## config.mk

```make
export PLATFORM = sky130hd
export DESIGN_NAME = vend_ctrl_flat
export DESIGN_NICKNAME = d
export VERILOG_FILES = /design/src/rtl/vend_pkg.sv /design/src/rtl/vend_if.sv /design/src/rtl/vend_edge_det.sv /design/src/rtl/vend_ctrl.sv /design/src/flat_wrapper.sv
export SDC_FILE = /design/constraint.sdc
export NUM_CORES = 1
export LEC_CHECK = 0
export CORE_UTILIZATION = 31
export CTS_BUF_LIST = sky130_fd_sc_hd__clkbuf_2
export DETAILED_ROUTE_END_ITERATION = 10
export SLEW_MARGIN = 20
export SYNTH_ARGS = -nofsm -noshare
export SYNTH_HDL_FRONTEND = slang
export SYNTH_SLANG_ARGS = --single-unit
export TNS_END_PERCENT = 20
```

## constraint.sdc

```tcl
create_clock -name clk -period 4.1 [get_ports clk]
set_input_delay 0.615 -clock clk [delete_from_list [all_inputs] [get_ports clk]]
set_output_delay 0.615 -clock clk [all_outputs]
set_load 0.01 [all_outputs]
```

## src/rtl/vend_pkg.sv

```systemverilog
// Shared types and constants for the coin-vending sequencing controller.
package vend_pkg;

    typedef enum logic [1:0] {
        IDLE   = 2'd0,
        VEND1  = 2'd1,
        VEND2  = 2'd2,
        CHANGE = 2'd3
    } state_t;

    // Coin values in nickel units
    localparam int unsigned NIC_VAL = 1;
    localparam int unsigned DIM_VAL = 2;

    // Default sizing and pricing
    localparam int unsigned DEF_CREDIT_W = 4;
    localparam int unsigned DEF_PRICE1   = 3;
    localparam int unsigned DEF_PRICE2   = 4;
    localparam int unsigned DEF_CHG_GAP  = 4;

endpackage

```

## src/rtl/vend_if.sv

```systemverilog
// Front-panel inputs and actuator outputs of the vending controller.
interface vend_if
    import vend_pkg::*;
#(
    parameter int unsigned CREDIT_W = DEF_CREDIT_W
);
    logic                nic;
    logic                dim;
    logic                obj1;
    logic                obj2;
    logic                ch;
    logic [CREDIT_W-1:0] credit;
    logic                vend1;
    logic                vend2;
    logic                chg;
    logic                rej;
    logic                busy;

    modport master (
        output nic, dim, obj1, obj2, ch,
        input  credit, vend1, vend2, chg, rej, busy
    );

    modport slave (
        input  nic, dim, obj1, obj2, ch,
        output credit, vend1, vend2, chg, rej, busy
    );
endinterface

```

## src/rtl/vend_edge_det.sv

```systemverilog
// One-bit rising-edge detector; prev follows the input every cycle,
// including during reset, so a level held through reset gives no edge.
module edge_det (
    input  logic clk,
    input  logic rst,
    input  logic din,
    output logic rise_c
);
    logic prev;

    // Track previous input level (reset loads the live input value)
    always_ff @(posedge clk) begin
        prev <= din;
    end

    assign rise_c = din & ~prev & ~rst;
endmodule

```

## src/rtl/vend_ctrl.sv

```systemverilog
// Coin-vending sequencing controller: credit keeping, product arbitration,
// dispense strobes and paced change return.
module vend_ctrl
    import vend_pkg::*;
#(
    parameter int unsigned CREDIT_W = DEF_CREDIT_W,
    parameter int unsigned PRICE1   = DEF_PRICE1,
    parameter int unsigned PRICE2   = DEF_PRICE2,
    parameter int unsigned CHG_GAP  = DEF_CHG_GAP
) (
    input  logic  clk,
    input  logic  rst,
    vend_if.slave bus
);
    localparam int unsigned GAP_W      = $clog2(CHG_GAP);
    localparam int unsigned SUM_W      = CREDIT_W + 1;
    localparam int unsigned CREDIT_MAX = (1 << CREDIT_W) - 1;

    logic nic_e, dim_e, obj1_e, obj2_e, ch_e, coin_e;

    edge_det u_nic  (.clk(clk), .rst(rst), .din(bus.nic),  .rise_c(nic_e));
    edge_det u_dim  (.clk(clk), .rst(rst), .din(bus.dim),  .rise_c(dim_e));
    edge_det u_obj1 (.clk(clk), .rst(rst), .din(bus.obj1), .rise_c(obj1_e));
    edge_det u_obj2 (.clk(clk), .rst(rst), .din(bus.obj2), .rise_c(obj2_e));
    edge_det u_ch   (.clk(clk), .rst(rst), .din(bus.ch),   .rise_c(ch_e));

    state_t              state, state_n;
    logic [CREDIT_W-1:0] credit_q, credit_n;
    logic [GAP_W-1:0]    gap_q, gap_n;
    logic                rej_n;
    logic                vend1_q, vend2_q, chg_q, rej_q, busy_q;
    logic [SUM_W-1:0]    coin_val, sum;

    // Coin value of this cycle's edges and the widened candidate balance
    always_comb begin
        coin_e   = nic_e | dim_e;
        coin_val = SUM_W'(nic_e ? NIC_VAL : 0) + SUM_W'(dim_e ? DIM_VAL : 0);
        sum      = {1'b0, credit_q} + coin_val;
    end

    // Next-state, credit and refusal decode
    always_comb begin
        state_n  = state;
        credit_n = credit_q;
        gap_n    = gap_q;
        rej_n    = 1'b0;
        case (state)
            IDLE: begin
                gap_n = '0;
                if (ch_e && credit_q != '0) begin
                    state_n = CHANGE;
                end else if (obj1_e && credit_q >= CREDIT_W'(PRICE1)) begin
                    state_n  = VEND1;
                    credit_n = credit_q - CREDIT_W'(PRICE1);
                end else if (obj2_e && credit_q >= CREDIT_W'(PRICE2)) begin
                    state_n  = VEND2;
                    credit_n = credit_q - CREDIT_W'(PRICE2);
                end
                // Coins are refused when leaving IDLE or when the sum would overflow
                if (coin_e) begin
                    if (state_n != IDLE || sum > SUM_W'(CREDIT_MAX)) begin
                        rej_n = 1'b1;
                    end else begin
                        credit_n = sum[CREDIT_W-1:0];
                    end
                end
            end
            VEND1, VEND2: begin
                state_n = IDLE;
                rej_n   = coin_e;
            end
            CHANGE: begin
                rej_n = coin_e;
                gap_n = (gap_q == GAP_W'(CHG_GAP - 1)) ? '0 : gap_q + GAP_W'(1);
                if (gap_q == '0) begin
                    credit_n = credit_q - CREDIT_W'(1);
                    if (credit_q == CREDIT_W'(1)) begin
                        state_n = IDLE;
                        gap_n   = '0;
                    end
                end
            end
            default: begin
                state_n = IDLE;
                gap_n   = '0;
            end
        endcase
    end

    // State, credit and registered strobes
    always_ff @(posedge clk) begin
        if (rst) begin
            state    <= IDLE;
            credit_q <= '0;
            gap_q    <= '0;
            vend1_q  <= 1'b0;
            vend2_q  <= 1'b0;
            chg_q    <= 1'b0;
            rej_q    <= 1'b0;
            busy_q   <= 1'b0;
        end else begin
            state    <= state_n;
            credit_q <= credit_n;
            gap_q    <= gap_n;
            vend1_q  <= (state_n == VEND1);
            vend2_q  <= (state_n == VEND2);
            chg_q    <= (state_n == CHANGE) && (gap_n == '0);
            rej_q    <= rej_n;
            busy_q   <= (state_n != IDLE);
        end
    end

    assign bus.credit = credit_q;
    assign bus.vend1  = vend1_q;
    assign bus.vend2  = vend2_q;
    assign bus.chg    = chg_q;
    assign bus.rej    = rej_q;
    assign bus.busy   = busy_q;
endmodule
```

## src/flat_wrapper.sv

```systemverilog
// flat-port wrapper written by rule: the top's interface ports become plain ports
module vend_ctrl_flat import vend_pkg::*;
#(
    parameter int unsigned CREDIT_W = DEF_CREDIT_W,
    parameter int unsigned PRICE1   = DEF_PRICE1,
    parameter int unsigned PRICE2   = DEF_PRICE2,
    parameter int unsigned CHG_GAP  = DEF_CHG_GAP
)
  (clk, rst, bus_nic, bus_dim, bus_obj1, bus_obj2, bus_ch, bus_credit, bus_vend1, bus_vend2, bus_chg, bus_rej, bus_busy);
  vend_if #(.CREDIT_W(CREDIT_W)) bus_i ();
  input  logic clk;
  input  logic rst;
  input wire logic [$bits(bus_i.nic)-1:0] bus_nic;
  input wire logic [$bits(bus_i.dim)-1:0] bus_dim;
  input wire logic [$bits(bus_i.obj1)-1:0] bus_obj1;
  input wire logic [$bits(bus_i.obj2)-1:0] bus_obj2;
  input wire logic [$bits(bus_i.ch)-1:0] bus_ch;
  output wire logic [$bits(bus_i.credit)-1:0] bus_credit;
  output wire logic [$bits(bus_i.vend1)-1:0] bus_vend1;
  output wire logic [$bits(bus_i.vend2)-1:0] bus_vend2;
  output wire logic [$bits(bus_i.chg)-1:0] bus_chg;
  output wire logic [$bits(bus_i.rej)-1:0] bus_rej;
  output wire logic [$bits(bus_i.busy)-1:0] bus_busy;
  assign bus_i.nic = bus_nic;
  assign bus_i.dim = bus_dim;
  assign bus_i.obj1 = bus_obj1;
  assign bus_i.obj2 = bus_obj2;
  assign bus_i.ch = bus_ch;
  assign bus_credit = bus_i.credit;
  assign bus_vend1 = bus_i.vend1;
  assign bus_vend2 = bus_i.vend2;
  assign bus_chg = bus_i.chg;
  assign bus_rej = bus_i.rej;
  assign bus_busy = bus_i.busy;
  vend_ctrl #(.CREDIT_W(CREDIT_W), .PRICE1(PRICE1), .PRICE2(PRICE2), .CHG_GAP(CHG_GAP)) u_core (.clk(clk), .rst(rst), .bus(bus_i));
endmodule
```

# After elaboration in Yosys (flattened, before gate mapping)
# Index checks and enable logic that the tools add are counted.
# word_totals
out_inout_bits	9
word_cells	86
ff_bits	18
input_bits	7
# classes
eq_ne	9
n_bitwise	17
n_reduce_logical	15
add_sub_neg	6
n_mux	23
order_cmp	3
# op_table
operator	n
$mux 4	6
$mux 2	10
$and 1x1->1	10
$eq 2x2->1 const B	5
$pmux 4 s2	1
$logic_not 2->1	3
$not 1->1	6
$pmux 2 s3	1
$reduce_bool 2->1	3
$add 4x5->5	1
$add 5x5->5	1
$gt 5x4->1 const B	1
$eq 2x1->1 const B	2
$eq 4x1->1 const B	1
$ge 4x2->1 const B	1
$ge 4x3->1 const B	1
$logic_and 1x1->1	4
$pmux 2 s2	1
$reduce_bool 4->1	1
$sub 4x1->4 const B	1
$sub 4x2->4 const B	1
$sub 4x3->4 const B	1
$mux 1	3
$reduce_or 3->1	1
7 further kinds	7

# Depth between registers and ports, before layout
# depth
ltp_word	13
depth_mapped	11
mapped_depth_nobuf	10

# Hierarchy
# From an unflattened synthesis, not the netlist that was laid out.
# hier_totals
cells_unflattened	127
hier_area_um2	1204.9
# modules_own_cells
mod	n_inst	area_each_um2	seq_area_each_um2	cells_each
vend_ctrl	1	1042.2	260.2	117
edge_det	5	32.5	20.0	2

# Least setup slack after synthesis
# OpenSTA, ideal clock, no wires.
# synth_path
kind	input to register
start	input port rst
end	register u_core.credit_q[3], in the netlist u_core.bus.credit[3]
path_slack_ps	1056
stages	11
arrival_time_ps	2970
path_buffers	2
required_time_ps	4025
setup_time_ps	75
cell_sequence	clkbuf_1 buf_1 nor2_1 ha_1 inv_1 fa_1 nor2b_1 or4_4 or4_1 o32a_1 o22ai_1
# synth_via
elab_chain_len	12
elab_cells_between_ends	27
cone_classes	2 x add/sub; 1 x order compare; 12 x mux; 7 x bitwise; 5 x reduce/logical
# synth_rtl
element	line_no	source
from (decl)	flat_wrapper.sv:12	input logic rst;
parallel branches: the longest is 12 deep, another holds $add 5x5->5	n/a	
to (signal assigned)	vend_ctrl.sv:103	credit_q <= credit_n;
to (decl)	vend_ctrl.sv:28	logic [CREDIT_W-1:0] credit_q, credit_n;
# Several ways; the timed one is not identified. The select of a mux whose other input is x is not followed.
# A chain may end at the register's enable or synchronous reset.

# Worst setup path in the final report
# Ends and elaborated chain as after synthesis.

==> metrics.cfg <==
[placement]
place.detailed.hpwl_mm = 1.992
placement.io_buffers = 15
gp_weighted_congestion = 0.8754
cell_count_after_placement = 190

[synthesis]
yosysMostFrequentCell = dfxtp_1
synth.top_cells.by_area = dfxtp_1 33%, ha_1 12%, nor2_1 5.1%
synth.largest_area_cell = dfxtp_1
seq_area_frac_synth = 0.3262
synth_seq_cells = 18
yosys_most_used_dff = dfxtp_1
yosys.cell_types.count = 40
synth_top_cells_by_count = 18 x dfxtp_1, 15 x nor2_1, 11 x ha_1, 11 x inv_1, 10 x a21oi_1
syn-instance-count = 133
syn_area_um2 = 1105
synthDominantCellAreaShare = 0.3262
async_flop_share = 0
yosys_warning_total = 0
mappedNetlistNets = 152
synth_edf_count = 0
synth.avg_cell_area_um2 = 8.307

[cts]
cts_tree = built
root_buffer = clkbuf_2
post-cts-setup-buffer-count = 0
path_clk_slew_ns = 0.20
cts_made_buffers = 3
clock_tree.buffer_depth = 2
clock_sink_count = 18
worst_skew_pair_latency_ns = 0.32
htree_num_levels = 1
cts_resized = 0
ctsHoldBuffers = 0

[finish]
final_nets = 168
largest_register_ff_count = 4
multiInputGateArea_um2 = 680.7
diodes = 0
seqCellArea_um2 = 360.3
layout-drive-gt1-share = 0.07432
area.growth.synth_to_final_pct = 19.82
final.fill_count = 384
layoutNonFillerInstCount = 194

[floorplanning]
dieArea_um2 = 3807
core_area_um2 = 3363
design.portCount = 16
height_of_the_die_um = 61.70
placement_rows = 21
die_x_um = 61.70
initial_utilization = 0.3285

[timing]
grt_setup_unrepaired = no
finalSetupViolations = 0
worst_hold_slack_ns = 0.5875
layout_min_cycle_time_ns = 3.014
timing.final.crit_share = 0.7351
worst_slew_margin_rel = 0.5488
slew_violations = 0
highest_clock_rate_mhz = 331.8
worst_pin_slew_ns = 0.6751
fin_setup_tns_ns = 0
fin_worst_skew_ns = 0.01195
report.final.hold_viol_count = 0

[routing]
detail_route.wl_per_cell_um = 13.96
drt.antenna.violating_nets = 0
drt_pass1_iterations = 4
drc_violations_left = 0
vias = 1063
routed_wirelength_mm = 2.709
vias_per_inst = 5.479
first_iter_violations = 29

[min_path]
hold_path_startpoint = u_core.gap_q[1]$_SDFF_PP0_
min_delay_path_depth = 2
min-delay-path-class = flip-flop to flip-flop

[setup_path]
critical_path_class = primary input to flip-flop
start_kind = primary input
rr_worst_depth = 7
cp.required_ns = 4.37
rr_startpoint = u_core.bus.credit[3]$_SDFFE_PP0P_
worstPathMaxFanout = 12
cp_data_arrival_time_ns = 3.29
crit_start = rst
critical_path.endpoint_type = flip-flop

[power_and_ir_drop]
ir_worst_vdd_uv = 127.3
leakagePower_nw = 0.5157
cell_pwr_density_nw_per_um2 = 303.5

[global_routing]
grt_start_max_net_pins = 13
grt_first_pass_wirelength_mm = 4.485
grt_pass1_vias = 992
global_route.usage.total = 0.1634
grt_antenna_before_repair = 0
gr-total-overflow = 0

[status]
result_of_the_run = completed

[run]
maxCapViolations = 0

per-stage QoR:
stage / worst slack, ns / utilization / area [um^2] / power [mW]
2_1_floorplan: 1.056 / - / 1105 / 0.2741
3_3_place_gp: 0.8147 / 0.3880 / 1305 / 0.3193
3_5_place_dp: 0.7338 / 0.3880 / 1305 / 0.3196
4_1_cts: 1.094 / 0.3936 / 1324 / 0.4016
5_1_grt: 0.9242 / 0.3936 / 1324 / 0.4225
6_report: 1.086 / 0.3936 / 1324 / 0.4018
final timing paths:
path | slack (ns) | to
min reg2reg | 0.59 | u_core.gap_q[1]$_SDFF_PP0_
max | 1.09 | u_core.bus.credit[3]$_SDFFE_PP0P_
max reg2reg | 1.59 | u_core.bus.credit[2]$_SDFFE_PP0P_
min | 0.59 | u_core.gap_q[1]$_SDFF_PP0_
report_power, final:
group | internal (mW) | switching (mW)
Clock | 0.0212 | 0.0625
Sequential | 0.187 | 0.0139
Combinational | 0.0549 | 0.0622
Total | 0.263 | 0.139
critical path, stage by stage:
cell and delay (ns):
clkdlybuf4s50_1 0.71, nor2_1 0.11, ha_1 0.20, inv_1 0.06, fa_1 0.18, nor2b_1 0.05, or4_4 0.43, or4_1 0.45
o32a_1 0.35, o22ai_1 0.12
layout by cell type, fill, tap and decap left out, drive strengths merged, types with 3 or more instances in the layout:
cell type / instances
nand2b: 3
o21ai: 3
clkbuf: 3
a21oi: 10
ha: 11
nand2: 8
clkdlybuf4s50: 15
dfxtp: 18
nand3: 6
inv: 11
nor3: 6
nor2: 15
nor2b: 3
cells by family after synthesis:
| kind of cell | share of synthesized area |
|---|---|
| xor+xnor | 0.007929 |
| buf+inv | 0.05776 |
| fa+ha+maj | 0.1427 |
| flops | 0.3262 |
| simple gates | 0.2458 |
| mux | 0.02831 |
| compound gates | 0.1914 |
metal layers:
metal  track usage  part of all wire  vias to the layer above
li1              -                 -                      509
met1        0.2018              0.45                      495
met2        0.2734              0.45                       55
met3       0.05797             0.084                        4
met4       0.03810            0.0092                        0
met5             0                 0                        -
area by class of cell:
type,instances,share of cell area
clock inverters,1,0.002836
clock buffers,3,0.01134
well taps,46,0.04348
multi-input cells,98,0.5142
inverters,11,0.03119
flip-flops and latches,18,0.2722
repair buffers,17,0.1248
(Power assumes the default switching activity.)
